File: config.mk
export PLATFORM = sky130hd
export DESIGN_NAME = bit_serializer_tx
export DESIGN_NICKNAME = d
export VERILOG_FILES = /design/src/rtl/ser_pkg.sv /design/src/rtl/ser_hold_reg.sv /design/src/rtl/bit_serializer_tx.sv
export SDC_FILE = /design/constraint.sdc
export NUM_CORES = 1
export LEC_CHECK = 0
export BUFFER_PORTS_ARGS = -buffer_cell sky130_fd_sc_hd__buf_2
export CORE_MARGIN = 5
export CORE_UTILIZATION = 35
export CTS_BUF_LIST = sky130_fd_sc_hd__clkbuf_4
export CTS_CLUSTER_DIAMETER = 30
export DETAILED_ROUTE_END_ITERATION = 8
export GPL_TIMING_DRIVEN = 0
export MAX_ROUTING_LAYER = met4
export PLACE_DENSITY = 0.52
export SLEW_MARGIN = 20
export SYNTH_ARGS = -nofsm -noshare
export SYNTH_HDL_FRONTEND = slang
export SYNTH_SLANG_ARGS = --single-unit
File: constraint.sdc
create_clock -name clk -period 2.15 [get_ports clk]
set_input_delay 0.215 -clock clk [delete_from_list [all_inputs] [get_ports clk]]
set_output_delay 0.215 -clock clk [all_outputs]
set_load 0.005 [all_outputs]
File: src/rtl/ser_pkg.sv
// Shared types and defaults for the bit serializer transmitter.
// Holds the state encoding and default word width used by the serializer blocks.
package ser_pkg;

    typedef enum logic {SER_IDLE, SER_SHIFT} ser_state_t;

    localparam int SER_DEF_WIDTH = 8;

endpackage

File: src/rtl/ser_hold_reg.sv
// One-word holding register with a full flag.
// It sits between the valid/ready source and the shifter.
module ser_hold_reg
    import ser_pkg::*;
#(
    parameter int WIDTH = SER_DEF_WIDTH
) (
    input  logic             clk,
    input  logic             rst,
    input  logic             load,
    input  logic             take,
    input  logic [WIDTH-1:0] in_data,
    output logic [WIDTH-1:0] data,
    output logic             full
);

    logic [WIDTH-1:0] data_q, data_d;
    logic             full_q, full_d;

    // load and take never coincide: the source only sees ready while the register is empty.
    always_comb begin
        data_d = data_q;
        full_d = full_q;
        if (take) begin
            full_d = 1'b0;
        end
        if (load) begin
            data_d = in_data;
            full_d = 1'b1;
        end
    end

    always_ff @(posedge clk or posedge rst) begin
        if (rst) begin
            data_q <= '0;
            full_q <= 1'b0;
        end else begin
            data_q <= data_d;
            full_q <= full_d;
        end
    end

    assign data = data_q;
    assign full = full_q;

endmodule

File: src/rtl/bit_serializer_tx.sv
// Parallel-to-serial transmitter that feeds a single-bit sequence detector.
// A one-word hold register lets back-to-back words stream out with no idle gap.
module bit_serializer_tx
    import ser_pkg::*;
#(
    parameter int WIDTH     = SER_DEF_WIDTH,
    parameter bit MSB_FIRST = 1'b1,
    parameter bit IDLE_BIT  = 1'b0
) (
    input  logic             clk,
    input  logic             rst,
    input  logic [WIDTH-1:0] s_data,
    input  logic             s_valid,
    output logic             s_ready,
    input  logic             bit_en,
    output logic             ser_out,
    output logic             ser_valid,
    output logic             word_done,
    output logic             busy
);

    localparam int CW = $clog2(WIDTH);
    localparam logic [CW-1:0] LAST_CNT = CW'(WIDTH - 1);

    ser_state_t       state_q, state_d;
    logic [WIDTH-1:0] shift_q, shift_d;
    logic [CW-1:0]    bit_cnt_q, bit_cnt_d;
    logic             ser_out_q, ser_out_d;
    logic             ser_valid_q, ser_valid_d;
    logic             word_done_q, word_done_d;

    logic [WIDTH-1:0] hold_data;
    logic             hold_full;
    logic             hold_take;
    logic             accept;

    function automatic logic first_bit(input logic [WIDTH-1:0] w);
        return MSB_FIRST ? w[WIDTH-1] : w[0];
    endfunction

    assign s_ready = !hold_full && !rst;
    assign accept  = s_valid && s_ready;

    ser_hold_reg #(.WIDTH(WIDTH)) u_hold (
        .clk     (clk),
        .rst     (rst),
        .load    (accept),
        .take    (hold_take),
        .in_data (s_data),
        .data    (hold_data),
        .full    (hold_full)
    );

    always_comb begin
        state_d     = state_q;
        shift_d     = shift_q;
        bit_cnt_d   = bit_cnt_q;
        ser_valid_d = ser_valid_q;
        word_done_d = 1'b0;
        hold_take   = 1'b0;
        case (state_q)
            SER_IDLE: begin
                // Loading from the hold does not wait for bit_en.
                if (hold_full) begin
                    hold_take   = 1'b1;
                    shift_d     = hold_data;
                    bit_cnt_d   = '0;
                    ser_valid_d = 1'b1;
                    state_d     = SER_SHIFT;
                end
            end
            SER_SHIFT: begin
                if (bit_en) begin
                    if (bit_cnt_q == LAST_CNT) begin
                        word_done_d = 1'b1;
                        if (hold_full) begin
                            hold_take = 1'b1;
                            shift_d   = hold_data;
                            bit_cnt_d = '0;
                        end else begin
                            ser_valid_d = 1'b0;
                            state_d     = SER_IDLE;
                        end
                    end else begin
                        shift_d   = MSB_FIRST ? {shift_q[WIDTH-2:0], 1'b0}
                                              : {1'b0, shift_q[WIDTH-1:1]};
                        bit_cnt_d = bit_cnt_q + CW'(1);
                    end
                end
            end
            default: state_d = SER_IDLE;
        endcase
        ser_out_d = ser_valid_d ? first_bit(shift_d) : IDLE_BIT;
    end

    always_ff @(posedge clk or posedge rst) begin
        if (rst) begin
            state_q     <= SER_IDLE;
            shift_q     <= '0;
            bit_cnt_q   <= '0;
            ser_out_q   <= IDLE_BIT;
            ser_valid_q <= 1'b0;
            word_done_q <= 1'b0;
        end else begin
            state_q     <= state_d;
            shift_q     <= shift_d;
            bit_cnt_q   <= bit_cnt_d;
            ser_out_q   <= ser_out_d;
            ser_valid_q <= ser_valid_d;
            word_done_q <= word_done_d;
        end
    end

    assign ser_out   = ser_out_q;
    assign ser_valid = ser_valid_q;
    assign word_done = word_done_q;
    assign busy      = (state_q == SER_SHIFT) || hold_full;

endmodule

==> qor.log, run 1 <==
INFO  die            floorplan.initialDensity=0.356
INFO  die            core_region_area=3280µm²
INFO  route          drt_iter0_markers=28
INFO  die            io-pin-count=17
INFO  logic_synthesis synthesis.instances=94
INFO  sta            slew_violations=0
INFO  cts            clk_pin_slew=0.12ns
INFO  logic_synthesis synth_area=1170µm²
INFO  global_routing number_of_antenna_violations_at_the_first_check_in_global_routing=0
INFO  cts            ctsLongestPathBuffers=2
INFO  die            die-area=4600µm²
INFO  sta            fmaxAchievable=0.538GHz
INFO  cts            cts_sinks=24
INFO  cts            insertion_delay=0.31ns
INFO  route          top_layer=met4
INFO  cts            clock_tree_from_tritoncts=yes
INFO  route          drt-total-wl=2.34mm
INFO  logic_synthesis synth_area_per_cell=12.4µm²
INFO  sta            timing.final.crit_period=1.86ns
INFO  power_and_ir_drop pwr-share-comb=0.375
INFO  worst_setup_path crit_chain=ha_1 > ha_1 > a21bo_2 > buf_6 > a221oi_1 > a211oi_1
INFO  flow_run       max-cap-violations=0
INFO  power_and_ir_drop irDropWorstVdd=0.482mV
INFO  worst_setup_path worstPathMaxFanout=8
INFO  global_routing globalRouteTotalUtil=0.118
INFO  route          vias=817
INFO  route          route.detailed.wl_per_inst=14.7µm
INFO  worst_setup_path cp.required=2.33ns
INFO  sta            worst_slew_pin_slew=0.912ns
INFO  power_and_ir_drop power.share.clock=0.127
INFO  outcome        outcome=finished clean
INFO  hold_path      min-delay-path-class=input pin to asynchronous set/reset pin
INFO  worst_setup_path worstPathArrival=2.04ns
INFO  power_and_ir_drop power_per_cell_area=1160nW/µm²
INFO  global_routing via_count_of_the_first_global_routing_pass=842
INFO  die            fp-row-count=21
INFO  cts            cts_root_buf=clkbuf_4
INFO  sta            final.setup_skew=0.00108ns
INFO  route          drc=0
INFO  die            floorplan.die.width=67.8µm
INFO  route          met3_length=126µm
INFO  placement      global_placement_routability_congestion=0.769
INFO  layout         fin_nets=130
INFO  global_routing pin_count_of_the_biggest_net_entering_global_routing=25
INFO  worst_setup_path path_buf_inv=1
INFO  sta            hold_violations=0
INFO  route          wl_met1=1.10mm
INFO  power_and_ir_drop fin_total_pwr=1.54mW
INFO  placement      buffer_ports.inserted=16
INFO  route          met2RoutedLength=1.09mm
INFO  cts            ctsResizeCount=0
INFO  logic_synthesis synth_enable_flop_cells=0
INFO  worst_setup_path worstSetupPathType=flip-flop to flip-flop
INFO  logic_synthesis yosys_most_used_dff=dfrtp_1
INFO  worst_setup_path critPathTopFamily=compound AO/OA/AOI/OAI gates
INFO  logic_synthesis synth_warnings=0
INFO  layout         mostFrequentLayoutCells=dfrtp_1 (24), buf_2 (19), mux2_4 (8), mux2i_1 (7), a22oi_1 (7)
INFO  layout         multi_input_comb_area=509µm²
INFO  sta            grt_setup_unrepaired=false
INFO  logic_synthesis netlist_cell_types=28
INFO  die            die_height=67.8µm
INFO  logic_synthesis synth_seq_cells=24
INFO  layout         final_cell_count_no_fill=159
INFO  logic_synthesis synth.yosys.seq_area_share=0.513
INFO  global_routing globalRouteOverflowTotal=0
INFO  placement      place.detailed.instances=156
INFO  route          initial_drt_pass_iterations=4
INFO  power_and_ir_drop leakage=0.642nW
INFO  power_and_ir_drop internal-power=1.04mW
INFO  sta            setup_tns=0ns
INFO  worst_setup_path timing.critical_path.slowest_cell_delay=0.43ns
INFO  worst_setup_path cp_common_cell=ha_1
INFO  global_routing grt_pass1_wl=4.04mm
INFO  layout         seq_area=601µm²
INFO  worst_setup_path nature_of_the_critical_path_endpoint=flip-flop
INFO  cts            h-tree-depth=1
INFO  sta            final.period_utilization=0.865
INFO  logic_synthesis syn_nets=109
INFO  worst_setup_path crit_path_start_kind=flip-flop
INFO  layout         antennaDiodeCount=0
INFO  layout         n_fill_cell=313
INFO  power_and_ir_drop p_switching=498µW
INFO  layout         area_added_between_synthesis_and_finish=13.7%
INFO  cts            tritoncts_buffer_count=3
INFO  power_and_ir_drop seq_power_share=0.498
INFO  worst_setup_path critPathLaunch=bit_cnt_q[0]
INFO  cts            cts_post_setup_buffers_inserted=0
INFO  route          ant_nets=0
INFO  layout         commonest_non_fill_non_tap_cell_in_the_layout=dfrtp_1
INFO  placement      hpwl_reported_at_the_end_of_detailed_placement=1.61mm
INFO  layout         drive_above_1_share=0.319
INFO  worst_setup_path critical_path.slowest_cell=dfrtp_1
INFO  sta            fin_worst_hold_slack=0.0905ns
INFO  sta            setup_violation_total_in_the_final_timing_report=0
INFO  power_and_ir_drop switching_share=0.323
INFO  worst_setup_path crit-reg2reg-launch=bit_cnt_q[0]
INFO  sta            worst_slew_margin_rel=0.391
INFO  route          vias_per_cell=5.14
INFO  cts            cts-hold-fix-buffers=0
INFO  logic_synthesis share_of_async_settable_or_async_resettable_flops_after_synthesis=1.00
cells in the mapped netlist (3+ instances only):
| cell | instances | area, µm² |
|---|---|---|
| a22o_1 | 4 | 35.0 |
| a22oi_1 | 7 | 52.6 |
| buf_2 | 3 | 15.0 |
| dfrtp_1 | 24 | 601 |
| ha_1 | 3 | 37.5 |
| inv_1 | 5 | 18.8 |
| mux2_4 | 8 | 120 |
| mux2i_1 | 7 | 70.1 |
| nand2_1 | 3 | 11.3 |
| o22ai_1 | 6 | 37.5 |
worst paths after layout:
path / to / slack (ns) / cells past startpoint
worst max-delay path: ser_out / 0.29 / 6
worst min-delay path: shift_q[7] / 0.09 / 2
worst max register to register: ser_out / 0.29 / 6
worst min register to register: u_hold.data[7] / 0.53 / 1
max in group asynchronous: shift_q[2] / 1.51 / 2
min in group clk: u_hold.data[5] / 0.12 / 2
final cells by class:
| cell class | count | area share |
|---|---|---|
| plain buffers | 6 | 0.0310 |
| clock buffers | 3 | 0.0169 |
| inverters | 5 | 0.0141 |
| multi-input cells | 59 | 0.383 |
| flip-flops and latches | 24 | 0.452 |
| well taps | 46 | 0.0433 |
| repair buffers | 16 | 0.0602 |
cell families (layout without fill, tap and decap cells):
| family | Yosys count | count (layout) | synth area share |
|---|---|---|---|
| flip-flops | 24 | 24 | 0.513 |
| buffers and inverters | 11 | 30 | 0.0513 |
| adder cells (fa/ha/maj) | 3 | 3 | 0.0321 |
| multiplexers | 16 | 16 | 0.172 |
| AO/OA/AOI/OAI | 26 | 26 | 0.163 |
| AND/OR/NAND/NOR | 14 | 14 | 0.0685 |
power groups by stage:
stage / Combinational (mW) / Sequential [mW] / Clock (mW)
detailed placement: 0.580 / 0.777 / 0
CTS: 0.586 / 0.767 / 0.205
global placement: 0.565 / 0.771 / 0
global route: 0.643 / 0.794 / 0.224
floorplan: 0.483 / 0.734 / 0
finish: 0.578 / 0.767 / 0.196
through the flow:
stage	instance area, µm²	setup slack [ns]	util
after floorplan	1170	0.496	-
after global placement	1310	0.346	0.398
after detailed placement	1310	0.313	0.398
after CTS	1330	0.294	0.405
after global routing	1330	0.202	0.405
final	1330	0.290	0.405
flip-flops by register name (all words and copies together) (netlist names):
| name | flops |
|---|---|
| ser_out | 1 |
| shift_q | 8 |
| bit_cnt_q | 3 |
| u_hold.full | 1 |
| word_done | 1 |
| ser_valid | 1 |
| u_hold.data | 8 |
| state_q | 1 |
metal layers:
metal	GRT usage	vias up
li1	-	391
met1	0.153	403
met2	0.180	21
met3	0.0361	2
met4	0.0347	0
met5	-	-
Note: power is estimated with default switching activity, not from simulation.
==> inputs of run 2 (changes only) <==
--- a/config.mk
+++ b/config.mk
@@ -5,10 +5,10 @@
 export SDC_FILE = /design/constraint.sdc
 export NUM_CORES = 1
 export LEC_CHECK = 0
+export ABC_AREA = 1
 export BUFFER_PORTS_ARGS = -buffer_cell sky130_fd_sc_hd__buf_2
 export CORE_MARGIN = 5
 export CORE_UTILIZATION = 35
-export CTS_BUF_LIST = sky130_fd_sc_hd__clkbuf_4
 export CTS_CLUSTER_DIAMETER = 30
 export DETAILED_ROUTE_END_ITERATION = 8
 export GPL_TIMING_DRIVEN = 0
==> run 2 against run 1 <==
Effect of this change:
- total power shrank 0.27%
- non-clock buffer count shrank 5
- clock-buffer cell count grew 1
- combinational power shrank 4.5%
- critical endpoint is now shift_q[5]
- largest cell class unchanged
- largest power group unchanged
- highest routed layer unchanged
==> qor.log, run 2 <==
INFO  global_routing pin_count_of_the_biggest_net_entering_global_routing=25
INFO  worst_setup_path ff2ff_path_depth=5
INFO  sta            fmaxAchievable=0.657GHz
INFO  power_and_ir_drop power_per_cell_area=1140nW/µm²
INFO  logic_synthesis synth_warnings=0
INFO  sta            fin_worst_hold_slack=0.102ns
INFO  logic_synthesis largest_family_of_logic_cells_by_synthesized_area=simple AND/OR/NAND/NOR gates
INFO  placement      buffer_ports.inserted=14
INFO  cts            tritoncts_buffer_count=3
INFO  layout         mostFrequentLayoutCells=nand2_1 (50), dfrtp_1 (24), inv_1 (14), buf_2 (14), nand3_1 (12)
INFO  outcome        outcome=finished clean
INFO  worst_setup_path regToRegEndpoint=shift_q[5]
INFO  cts            insertion_delay=0.32ns
INFO  worst_setup_path nature_of_the_critical_path_endpoint=flip-flop
INFO  cts            ctsResizeCount=0
INFO  sta            setup_violation_total_in_the_final_timing_report=0
INFO  cts            cts_sinks=24
INFO  power_and_ir_drop irDropWorstVdd=0.724mV
INFO  logic_synthesis syn_nets=157
INFO  hold_path      min-delay-path-class=input pin to asynchronous set/reset pin
INFO  route          drt-total-wl=2.30mm
INFO  route          vias_per_cell=4.38
INFO  logic_synthesis share_of_async_settable_or_async_resettable_flops_after_synthesis=1.00
INFO  placement      place_worst_setup_slack=0.670ns
INFO  power_and_ir_drop fin_total_pwr=1.54mW
INFO  logic_synthesis synth.yosys.seq_area_share=0.507
INFO  cts            clock_tree_from_tritoncts=yes
INFO  global_routing globalRouteOverflowTotal=0
INFO  route          drt_iter0_markers=50
INFO  logic_synthesis netlist_top_cells_area=dfrtp_1 (51%), nand2_1 (16%), nand3_1 (5.1%), inv_1 (4.4%), ha_1 (3.2%)
INFO  logic_synthesis synth_largest_type_area_fraction=0.507
INFO  worst_setup_path worstPathArrival=1.76ns
INFO  logic_synthesis synthDominantAreaCellType=dfrtp_1
INFO  worst_setup_path crit-reg2reg-launch=bit_cnt_q[0]
INFO  logic_synthesis synth_enable_flop_cells=0
INFO  sta            worst_slew_margin_rel=0.401
INFO  layout         drive_above_1_share=0.200
INFO  cts            clk_pin_slew=0.13ns
INFO  die            floorplan.initialDensity=0.358
INFO  logic_synthesis synthesis.instances=142
INFO  route          initial_drt_pass_iterations=4
INFO  cts            ctsLongestPathBuffers=2
INFO  layout         fin_nets=176
INFO  worst_setup_path worstPathMaxFanout=5
INFO  logic_synthesis synthMuxAreaShare=0
INFO  logic_synthesis synth-compound-area-share=0.0941
INFO  sta            worst_slew_pin_slew=0.898ns
INFO  worst_setup_path worstSetupPathType=flip-flop to flip-flop
INFO  die            die-area=4650µm²
INFO  worst_setup_path cp.required=2.39ns
INFO  die            die_height=68.2µm
INFO  sta            timing.final.crit_period=1.52ns
INFO  logic_synthesis yosys_most_used_dff=dfrtp_1
INFO  layout         final_core_utilization=0.407
INFO  power_and_ir_drop leakage=0.695nW
INFO  sta            grt_setup_unrepaired=false
INFO  global_routing via_count_of_the_first_global_routing_pass=917
INFO  sta            setup_tns=0ns
INFO  worst_setup_path r2r_setup_slack=0.63ns
INFO  sta            setup_ws=0.628ns
INFO  logic_synthesis synth_seq_cells=24
INFO  cts            cts_post_setup_buffers_inserted=0
INFO  cts            cts_root_buf=clkbuf_4
INFO  logic_synthesis synth_simple_gate_area_share=0.294
INFO  logic_synthesis synth_area_per_cell=8.34µm²
INFO  die            core_region_area=3310µm²
INFO  placement      hpwl_reported_at_the_end_of_detailed_placement=1.73mm
INFO  worst_setup_path crit_path_start_kind=flip-flop
INFO  layout         area_added_between_synthesis_and_finish=13.8%
INFO  global_routing globalRouteTotalUtil=0.123
INFO  sta            final.setup_skew=0.00643ns
INFO  layout         antennaDiodeCount=0
INFO  route          route.detailed.wl_per_inst=11.2µm
INFO  flow_run       max-cap-violations=0
INFO  logic_synthesis netlist_cell_types=22
INFO  route          vias=902
INFO  die            io-pin-count=17
INFO  layout         commonest_non_fill_non_tap_cell_in_the_layout=nand2_1
INFO  logic_synthesis synth_area=1180µm²
INFO  sta            hold_violations=0
INFO  global_routing number_of_antenna_violations_at_the_first_check_in_global_routing=0
INFO  layout         n_fill_cell=363
INFO  cts            cts-hold-fix-buffers=0
INFO  logic_synthesis post_synth_fa_ha_maj_area_fraction=0.0317
INFO  cts            h-tree-depth=1
INFO  route          ant_nets=0
INFO  sta            final.period_utilization=0.708
INFO  logic_synthesis cell_with_the_most_instances_after_synthesis=nand2_1
INFO  global_routing grt_pass1_wl=4.18mm
INFO  logic_synthesis yosys.area_share.xor_xnor=0
INFO  placement      global_placement_routability_congestion=0.771
INFO  sta            slew_violations=0
INFO  die            fp-row-count=21
INFO  logic_synthesis ys_top_cells_by_count=nand2_1 (50), dfrtp_1 (24), inv_1 (14), nand3_1 (12), o21ai_1 (7)
INFO  die            floorplan.die.width=68.2µm
INFO  route          drc=0
-- run 2: cells by family after synthesis --
logic type / after synthesis
AOI/OAI and AO/OA: 18
DFF: 24
buffers and inverters: 21
adders and majority gates: 3
and+or+nand+nor: 76
-- run 2: per-layer routing --
metal  vias up  share of wire  GRT usage
met5         -              0          -
met4         0         0.0052     0.0223
met3         2          0.054     0.0394
met2        18           0.44      0.197
met1       395           0.50      0.153
li1        487              -          -
-- run 2: area by class of cell --
type                    instances  area [µm²]  share of cell area
flip-flops and latches         24         601               0.446
inverters                      18        67.6              0.0501
multi-input cells              97         497               0.369
repair buffers                 14        70.1              0.0520
clock buffers                   4        36.3              0.0269
well taps                      46        57.6              0.0427
plain buffers                   3        18.8              0.0139
-- run 2: worst max path at each step --
stage / start / end / slack, ns / depth (start not counted)
global route: bit_cnt_q[0] / shift_q[5] / 0.52 / 5
detailed placement: bit_cnt_q[0] / shift_q[5] / 0.67 / 5
global placement: bit_cnt_q[0] / shift_q[2] / 0.69 / 5
floorplan: bit_cnt_q[0] / shift_q[7] / 0.84 / 6
CTS: bit_cnt_q[0] / shift_q[5] / 0.61 / 5
finish: bit_cnt_q[0] / shift_q[5] / 0.63 / 5
-- run 2: metrics by stage --
stage	cell area, µm²	cells
2_1_floorplan	1180	142
3_3_place_gp	1310	202
3_5_place_dp	1310	202
4_1_cts	1350	206
5_1_grt	1350	206
6_report	1350	206
-- run 2: where the power goes --
group	internal (mW)	switching, mW	total [mW]
Sequential	0.630	0.117	0.747
Clock	0.104	0.134	0.237
Combinational	0.219	0.333	0.552
-- run 2: worst max-delay path, stage by stage, from the launching register on --
cell and delay, ns:
dfrtp_1 0.43, ha_1 0.24, ha_1 0.26, inv_1 0.11
nand3_1 0.17, o211ai_1 0.23
